### src/rtl/rfile_pkg.sv
// Shared register-file definitions: word/index widths and the writeback
// request record used by the register file and its writeback arbiter.
package rfile_pkg;

  localparam int RF_DW = 32;
  localparam int RF_AW = 5;

  // idx is the destination register ("reg" is a reserved word)
  typedef struct packed {
    logic             valid;
    logic [RF_AW-1:0] idx;
    logic [RF_DW-1:0] data;
  } wb_req_t;

endpackage

### src/rtl/rr_arb2.sv
// Two-requester round-robin arbiter. ptr_q=0 favours req[0], 1 favours req[1].
// The pointer flips to the other requester after every grant, contended or not,
// and holds when nothing is granted (including while en is low).
module rr_arb2 (
  input  logic       clk,
  input  logic       rst,
  input  logic [1:0] req,
  input  logic       en,
  output logic [1:0] gnt
);

  logic ptr_q, ptr_d;

  // Grant selection and pointer advance
  always_comb begin
    gnt   = 2'b00;
    ptr_d = ptr_q;
    if (en) begin
      case (req)
        2'b01:   gnt = 2'b01;
        2'b10:   gnt = 2'b10;
        2'b11:   gnt = ptr_q ? 2'b10 : 2'b01;
        default: gnt = 2'b00;
      endcase
    end
    if (|gnt) ptr_d = gnt[0];
  end

  // Pointer register, reset favours requester 0
  always_ff @(posedge clk or negedge rst) begin
    if (!rst) ptr_q <= 1'b0;
    else      ptr_q <= ptr_d;
  end

endmodule

### src/rtl/rfile_wb_arb.sv
// Writeback arbiter for the register file write port. Ports A (ALU) and B
// (load return) share the port round-robin; each accepted write sits one
// cycle in a stage that drives the write port and the decode hazard check.
// Optional build macro RFILE_WB_R0_DISCARD_EN: writes to register 0 still
// handshake and advance the round-robin pointer but never enter the stage.
module rfile_wb_arb
  import rfile_pkg::*;
#(
  parameter int DW = RF_DW,
  parameter int AW = RF_AW
) (
  input  logic          clk,
  input  logic          rst,
  input  logic          a_valid,
  output logic          a_ready,
  input  logic [AW-1:0] a_reg,
  input  logic [DW-1:0] a_data,
  input  logic          b_valid,
  output logic          b_ready,
  input  logic [AW-1:0] b_reg,
  input  logic [DW-1:0] b_data,
  input  logic          wb_stall,
  output logic          write_en,
  output logic [AW-1:0] write_reg,
  output logic [DW-1:0] write_data,
  output logic          pend_valid,
  output logic [AW-1:0] pend_reg
);

  typedef struct packed {
    logic          valid;
    logic [AW-1:0] idx;
    logic [DW-1:0] data;
  } stage_t;

  logic [1:0]    gnt;
  logic          arb_en;
  logic          acc;
  logic          load;
  logic [AW-1:0] sel_reg;
  logic [DW-1:0] sel_data;
  stage_t        stage_q, stage_d;

  // rst is folded in so readys stay low for the whole reset window
  assign arb_en = ~wb_stall & rst;

  rr_arb2 u_arb (
    .clk (clk),
    .rst (rst),
    .req ({b_valid, a_valid}),
    .en  (arb_en),
    .gnt (gnt)
  );

  assign a_ready = gnt[0];
  assign b_ready = gnt[1];
  assign acc     = |gnt;

  // Mux the granted request and decide whether it enters the stage
  always_comb begin
    sel_reg  = gnt[1] ? b_reg  : a_reg;
    sel_data = gnt[1] ? b_data : a_data;
`ifdef RFILE_WB_R0_DISCARD_EN
    load     = acc & (sel_reg != '0);
`else
    load     = acc;
`endif
  end

  // Stage next-state: stall freezes it, otherwise it drains every cycle
  // and reloads from an acceptance in the same cycle
  always_comb begin
    stage_d = stage_q;
    if (!wb_stall) begin
      stage_d.valid = 1'b0;
      if (load) begin
        stage_d.valid = 1'b1;
        stage_d.idx   = sel_reg;
        stage_d.data  = sel_data;
      end
    end
  end

  // Stage register; reset drops any staged write
  always_ff @(posedge clk or negedge rst) begin
    if (!rst) stage_q <= '0;
    else      stage_q <= stage_d;
  end

  assign write_en   = stage_q.valid & ~wb_stall;
  assign write_reg  = stage_q.idx;
  assign write_data = stage_q.data;
  assign pend_valid = stage_q.valid;
  assign pend_reg   = stage_q.idx;

endmodule

### config.mk
export PLATFORM = sky130hd
export DESIGN_NAME = rfile_wb_arb
export DESIGN_NICKNAME = d
export VERILOG_FILES = /design/src/rtl/rfile_pkg.sv /design/src/rtl/rr_arb2.sv /design/src/rtl/rfile_wb_arb.sv
export SDC_FILE = /design/constraint.sdc
export NUM_CORES = 1
export LEC_CHECK = 0
export CORE_ASPECT_RATIO = 0.75
export CORE_UTILIZATION = 39
export DETAILED_ROUTE_END_ITERATION = 6
export PLACE_DENSITY = 0.91
export SYNTH_ARGS = -nofsm -noshare
export SYNTH_HDL_FRONTEND = slang
export SYNTH_SLANG_ARGS = --single-unit
### constraint.sdc
create_clock -name clk -period 1.9 [get_ports clk]
set_input_delay 0.38 -clock clk [delete_from_list [all_inputs] [get_ports clk]]
set_output_delay 0.38 -clock clk [all_outputs]
set_load 0.02 [all_outputs]
### Word level (Yosys, flattened, before mapping)

Index checks and enable logic that the tools add are counted.

* bitwise gates (word level): 3
* mux-type cells: 6
* reductions and logical operators: 2
* equal/unequal tests: 3

Operators by type and width (count)
* 38-bit two-way mux: 1
* 32-bit two-way mux: 1
* 2-bit one-hot mux with 3 select lines: 1
* 5-bit two-way mux: 1
* 2-bit == test (second input constant): 2
* 2-bit two-way mux: 2
* 1-bit AND: 2
* 2-bit by 1-bit == test with 1-bit output (second input constant): 1
* 2-bit AND reduction: 1
* 2-bit OR reduction: 1
* 1-bit inverter: 1

* flip-flop bits (word level): 39
* input bits: 79
* logic and storage cells: 18
* output and inout bits: 46

### Longest topological paths before layout

Gate-level depths: netlist of run 1.

* word-level depth: 5
* depth in mapped cells: 5
* depth with buffers taken out: 3

### Hierarchy

From an unflattened synthesis of run 1, not the netlist that was laid out.

* cells, all modules: 189
* area total of the unflattened synthesis: 2050.7 um2

Modules (own cells, without submodules)
* rfile_wb_arb: area each 1989.4 um2, instances 1, sequential area each 950.9 um2, cells an instance 181
* rr_arb2: area each 61.3 um2, instances 1, sequential area each 25.0 um2, cells an instance 8

### Least setup slack after synthesis of run 1

Ideal clock, no wire load.

* path kind: input to output
* start point: in rst
* end point: out a_ready
* arrival: 1192 ps
* path buffers: 1
* required time: 1520 ps
* path slack: 328 ps
* cell stages on the path: 4
* cells stage by stage: nor2b_4 > clkbuf_1 > nand2_1 > a21oi_1

* longest elaborated chain between the ends: 2

RTL lines
* start: declaration: line rfile_wb_arb.sv:13 `input logic rst,`
* 1-bit AND: line rfile_wb_arb.sv:45 `assign arb_en = ~wb_stall & rst;`
* 2-bit two-way mux: line rr_arb2.sv:18 `if (en) begin`
* end: declaration: line rfile_wb_arb.sv:15 `output logic a_ready,`

No other way between the ends.

### Worst setup path in the final report of run 1

* start point: in wb_stall
* end point: out write_en

* longest elaborated chain between the ends: 2

RTL lines
* start: declaration: line rfile_wb_arb.sv:22 `input logic wb_stall,`
* 1-bit inverter (no line)
* 1-bit AND: line rfile_wb_arb.sv:90 `assign write_en = stage_q.valid & ~wb_stall;`
* end: declaration: line rfile_wb_arb.sv:23 `output logic write_en,`

No other way between the ends.

==> reports/qor.yml, run 1 <==
crit_chain: "clkdlybuf4s50_1, buf_4, nor2b_1, dlygate4sd2_1"
vias: 2174
power.density_nw_per_um2: 783
hpwl_microns: 4930
drtIter0Drc: 93
crit_cells: 4
synth_area_per_cell_sq_um: 11.4
place_worst_setup_slack_ps: -351
die-area_sq_um: 6030
dp.cells: 379
core_sq_um: 5410
grt_pass1_wl_microns: 10600
synthToLayoutAreaGrowth_pct: 62.6
fp.dieW_microns: 89.3
synth_cells: 196
setup_tns_ps: 0
start_util_pct: 41.2
layout.cells.non_filler: 387
wl_per_cell_microns: 18.2
num_antenna_cells: 0
drc: 0
fillers: 431
use_met3_pct: 7.21
path_clk_slew_ps: 80
p_leak_nw: 1.44
grt-ovfl-total: 0
ys.warnings.count: 0
status: "finished, final reports clean"
slew_headroom_pct: 65.3
port_buffers: 124
finalSetupViolations: 0
r2r_cells: 4
finalCritPeriodShare_pct: 96.7
worst_slack_ps: 63.1
dpl_cell_area_sq_um: 3540
cts_setup_buffers: 0
crit_type: "input port to output port"
drtAntennaViolNets: 0
ys_seq_area_share_pct: 43.8
final_core_util_pct: 67.0
crit_buf_inv: 3
rsz0062_at_grt: "false"
slowest_stage: "clkdlybuf4s50_1"
syn_area_sq_um: 2230
timing.final.hold_violations: 0
final_nets: 390
crit_family: "buffers and inverters"
gr-usage-all-layers_pct: 23.5
met1_usage_pct: 30.0
grt_pass1_vias: 2111
worst_slew_pin_slew_ps: 520
cts_buffers: 5
firstDrtPassIters: 4
clockRootBuffer: "clkbuf_8"
fin_area_sq_um: 3630
largest_reg_flops: 32
most-common-layout-cells: "clkdlybuf4s50_1, dfrtp_1, nor3b_1, and4_1, a221o_1"
cp_data_arrival_time_ps: 1460
htreeDepth: 2
top_usage_layer: "met2"
drive_above_1_share_pct: 9.62
cpPeakStageDelay_ps: 480
end_kind: "output port"
syn_nets: 275
finalCriticalPeriod_ps: 1840
cp_max_fo: 3
cts_buffer_depth: 2
peakVddDrop_mv: 0.483
grt_max_degree: 41
cts.sinks: 39
final_common_cell: "clkdlybuf4s50_1"
cap_violations: 0
synth_seq_cells: 39
clock_latency_ps: 290
critPathRequiredTime_ps: 1520
cts_tree: "yes"
use_met2_pct: 39.4
antenna_found_initial: 0
gp_congestion: 0.732
drt-total-wl_microns: 7040
p_total_mw: 2.84
die_height_microns: 67.5
critPathLaunchType: "input port"
synth.distinct_cells: 18
io_pins: 125
hold_slack_ps: 173
rows: 23
slew_viol_final: 0
hold_buffers: 0
fmax_ghz: 0.544
via_per_inst: 5.62
hold_path.class: "input port to asynchronous set/reset pin"
finClkSkew_ps: 5.29
==> path summary, 6_finish.rpt <==
check / slack [ps] / endpoint / startpoint
worst max-delay path: 60 / write_en / wb_stall
worst min-delay path: 170 / write_data[21] / rst
worst max register to register: 420 / write_data[3] / u_arb.ptr_q
worst min register to register: 510 / pend_valid / pend_valid
max in group asynchronous: 1370 / write_data[5] / rst
min in group clk: 510 / pend_valid / pend_valid
==> cells in the mapped netlist (all sizes together) <==
| library cell | instances | area share, % |
|---|---|---|
| nor2b | 2 | 0.90 |
| buf | 22 | 7.1 |
| nand2b | 2 | 0.56 |
| inv | 1 | 0.17 |
| dfrtp | 39 | 44 |
| a21oi | 2 | 0.45 |
| and4 | 37 | 15 |
| nand3 | 1 | 0.45 |
| nor3b | 37 | 12 |
| clkbuf | 10 | 1.7 |
| nor2 | 1 | 0.28 |
| nand2 | 3 | 0.51 |
| a31oi | 1 | 0.28 |
| a221o | 37 | 17 |
| o21ai | 1 | 0.22 |
==> cell families (layout without fill, tap and decap cells) <==
family | count (synthesis) | after routing | synth area share (%)
simple gates | 83 | 83 | 29.7
buf+inv | 33 | 149 | 8.98
compound gates | 41 | 41 | 17.6
flops | 39 | 39 | 43.8
==> report_power, final <==
group,switching (mW),internal (mW)
clock network,0.283,0.332
registers,0.104,0.988
logic,0.506,0.625
total,0.894,1.95
==> layout make-up <==
class	instances	area (sq um)	share of cell area, %
Inverter	1	3.75	0.104
Tap cell	75	93.8	2.59
Clock buffer	8	100	2.76
Timing Repair Buffer	140	1380	38.1
Sequential cell	39	976	26.9
Multi-Input combinational cell	124	1070	29.5
==> timing repair <==
action,in CTS,in global routing
resized for setup,8,1
gates cloned,0,0
setup endpoints to repair,3,1
==> routing by layer <==
layer	routed length, microns	vias to the layer above
met3	673	5
met2	3370	101
met1	2970	1048
met5	0	-
met4	34	0
li1	-	1020
==> worst reg2reg max path: stages (launching register included) <==
cell	delay [ps]
dfrtp_1	410
nand2b_1	180
buf_4	250
and4_1	240
a221o_1	280
(Power assumes the default switching activity.)
==> inputs of run 2 (changes only) <==
--- a/config.mk
+++ b/config.mk
@@ -6,9 +6,10 @@
 export NUM_CORES = 1
 export LEC_CHECK = 0
 export CORE_ASPECT_RATIO = 0.75
-export CORE_UTILIZATION = 39
+export CORE_UTILIZATION = 37
 export DETAILED_ROUTE_END_ITERATION = 6
-export PLACE_DENSITY = 0.91
+export PLACE_DENSITY = 0.9
 export SYNTH_ARGS = -nofsm -noshare
 export SYNTH_HDL_FRONTEND = slang
+export SYNTH_HIERARCHICAL = 1
 export SYNTH_SLANG_ARGS = --single-unit
==> reports/qor.yml, run 2 <==
status: "finished, final reports clean"
worst_slew_pin_slew_ps: 520  # +0.0130 ps
drtAntennaViolNets: 0  # unchanged
rows: 23  # unchanged
synth.distinct_cells: 19  # +1
fillers: 431  # unchanged
yosys-top-cells-area: "dfrtp_1, o22ai_1, o32ai_2, o32ai_1, nor2_1"
r2r_start: "u_arb/ptr_q"
final_nets: 391  # +0.26%
fmax_ghz: 0.544  # -0.12%
core_sq_um: 5350  # -1.1%
cp_max_fo: 3  # unchanged
antenna_found_initial: 0  # unchanged
cts_buffer_depth: 2  # unchanged
synthToLayoutAreaGrowth_pct: 70.4
cts.sinks: 39  # unchanged
slowest_stage: "clkdlybuf4s50_1"
htreeDepth: 2  # unchanged
ys.warnings.count: 6  # +6
seq_area_sq_um: 976  # unchanged
gr-usage-all-layers_pct: 22.3  # -1.3 points
critPathRequiredTime_ps: 1520  # about the same
drive_above_1_share_pct: 15.0  # +5.4 points
ys_seq_area_share_pct: 47.6  # +3.8 points
vias: 2100  # -3.4%
die-area_sq_um: 5850  # -3.0%
r2r_cells: 7  # +3
synth_edf_count: 0  # unchanged
critPathLaunchType: "input port"
finalSetupViolations: 0  # unchanged
clock_latency_ps: 280  # about the same
combinationalPowerShare_pct: 39.0  # -0.9 points
end_kind: "output port"
slew_headroom_pct: 65.3  # about the same
worst_slack_ps: 60.9  # -2.24 ps
most-common-layout-cells: "clkdlybuf4s50_1, dfrtp_1, nor2_1"
r2r_end: "write_data[8]"
power_switching_uw: 859  # -3.9%
yosys-top-cells-count: "dfrtp_1, nor2_1, o22ai_1"
grt_pass1_vias: 2133  # +1.0%
grt_max_degree: 40  # -2.4%
synthMuxAreaShare_pct: 0.549  # +0.55 points
timing.final.hold_violations: 0  # unchanged
cts_tree: "yes"
grt_pass1_wl_microns: 9830  # -7.0%
swShare_pct: 32.6  # +1.1 points
gp_congestion: 0.728  # -0.60%
hold_path.class: "input port to asynchronous set/reset pin"
drt-total-wl_microns: 6520  # -7.5%
synth_compound_area_share_pct: 32.8  # +15 points
cap_violations: 0  # unchanged
r2r_slack_ps: 260  # -160 ps
synth_top_area_share_pct: 47.6  # +3.8 points
place_worst_setup_slack_ps: -405  # -54.2 ps
num_antenna_cells: 0  # unchanged
crit_chain: "clkdlybuf4s50_1, nor2b_2, nand2_1, a21oi_4, buf_4"
syn_area_sq_um: 2050  # -8.0%
crit_family: "buffers and inverters"
yosysTopAreaCell: "dfrtp_1"
ys.flop_type: "dfrtp_1"
die_height_microns: 66.5  # -1.5%
crit_type: "input port to output port"
finalCriticalPeriod_ps: 1840  # +2.24 ps
async_reset_ff_share_pct: 100  # unchanged
p_total_mw: 2.64  # -7.1%
dp.cells: 378  # -0.26%
drc: 0  # unchanged
multi_input_area_sq_um: 901  # -16%
p_seq_share_pct: 40.7  # +2.2 points
path_clk_slew_ps: 70  # about the same
io_pins: 125  # unchanged
synth_most_common_cell: "dfrtp_1"
largest_reg_flops: 32  # unchanged
synth_area_per_cell_sq_um: 10.9  # -4.6%
layout.cells.non_filler: 388  # +0.26%
final_common_cell: "clkdlybuf4s50_1"
synth_cells: 189  # -3.6%
drtIter0Drc: 119  # +28%
finClkSkew_ps: 1.72  # -3.57 ps
synth_top_family_by_area: "compound AO/OA/AOI/OAI gates"
yosys.area_share.adder_pct: 0  # unchanged
synth_xor_area_share_pct: 0  # unchanged
cp_data_arrival_time_ps: 1460  # about the same
internal-power_mw: 1.78  # -8.6%
power.density_nw_per_um2: 755  # -3.6%
crit_cells: 5  # +1
peakVddDrop_mv: 0.479  # -0.85%
hpwl_microns: 4580  # -7.0%
firstDrtPassIters: 6  # +2
p_clk_share_pct: 20.4  # -1.3 points
finalCritPeriodShare_pct: 96.8  # +0.12 points
cpPeakStageDelay_ps: 440  # -40 ps
fp.dieW_microns: 88.0  # -1.5%
port_buffers: 124  # unchanged
start_util_pct: 38.3  # -2.9 points
synth-simple-area-share_pct: 9.33  # -20 points
via_per_inst: 5.41  # -3.7%
p_leak_nw: 1.38  # -4.2%
syn_nets: 268  # -2.5%
synth_seq_cells: 39  # unchanged
cts_buffers: 5  # unchanged
clockRootBuffer: "clkbuf_8"
grt-ovfl-total: 0  # unchanged
crit_buf_inv: 2  # -1
slew_viol_final: 0  # unchanged
wl_per_cell_microns: 16.8  # -7.7%
## run 2: kinds of logic after synthesis
family,Yosys count
compound gates,77
flops,39
simple gates,45
mux,1
buf+inv,27
## run 2: worst max path at each step
stage | to | start
final | b_ready | wb_stall
after global routing | pend_reg[2] | wb_stall
after CTS | write_data[8] | wb_stall
after detailed placement | write_data[8] | wb_stall
after global placement | a_ready | wb_stall
after floorplan | write_data[17] | rst
## run 2: stage by stage
stage	utilization [%]	hold slack [ps]	area (sq um)	setup TNS, ps
after floorplan	-	84.4	2050	0
after detailed placement	62.8	489	3360	-14630
after global placement	62.8	486	3360	-10850
after CTS	64.3	182	3440	0
after global routing	65.3	204	3490	-9.49
final	65.3	167	3490	0
## run 2: repair_timing
item                       CTS  global route
gates cloned                 0             1
setup endpoints to repair   40            39
gates resized for setup     10             7
hold buffers                 0             0
setup buffers                0             1
hold endpoints to repair     0             0
## run 2: per-layer routing
layer	up-vias	share of wire (%)	global-route usage, %
met5	-	0	0
met2	112	50	41.0
li1	982	-	-
met3	4	7.6	6.57
met4	0	0.51	5.12
met1	1002	42	25.3
## run 2: power groups by stage
| stage | clock network (mW) | logic (mW) | registers [mW] |
|---|---|---|---|
| after floorplan | 0 | 0.353 | 1.21 |
| after global placement | 0 | 0.989 | 1.07 |
| after detailed placement | 0 | 1.02 | 1.08 |
| after CTS | 0.554 | 1.02 | 1.07 |
| after global routing | 0.603 | 1.09 | 1.09 |
| final | 0.538 | 1.03 | 1.07 |
## run 2: area by class of cell
type | count | share of cell area, %
well taps | 75 | 2.69
multi-input cells | 123 | 25.8
clock inverters | 1 | 0.143
inverters | 2 | 0.215
repair buffers | 141 | 41.1
flip-flops and latches | 39 | 27.9
clock buffers | 7 | 2.18
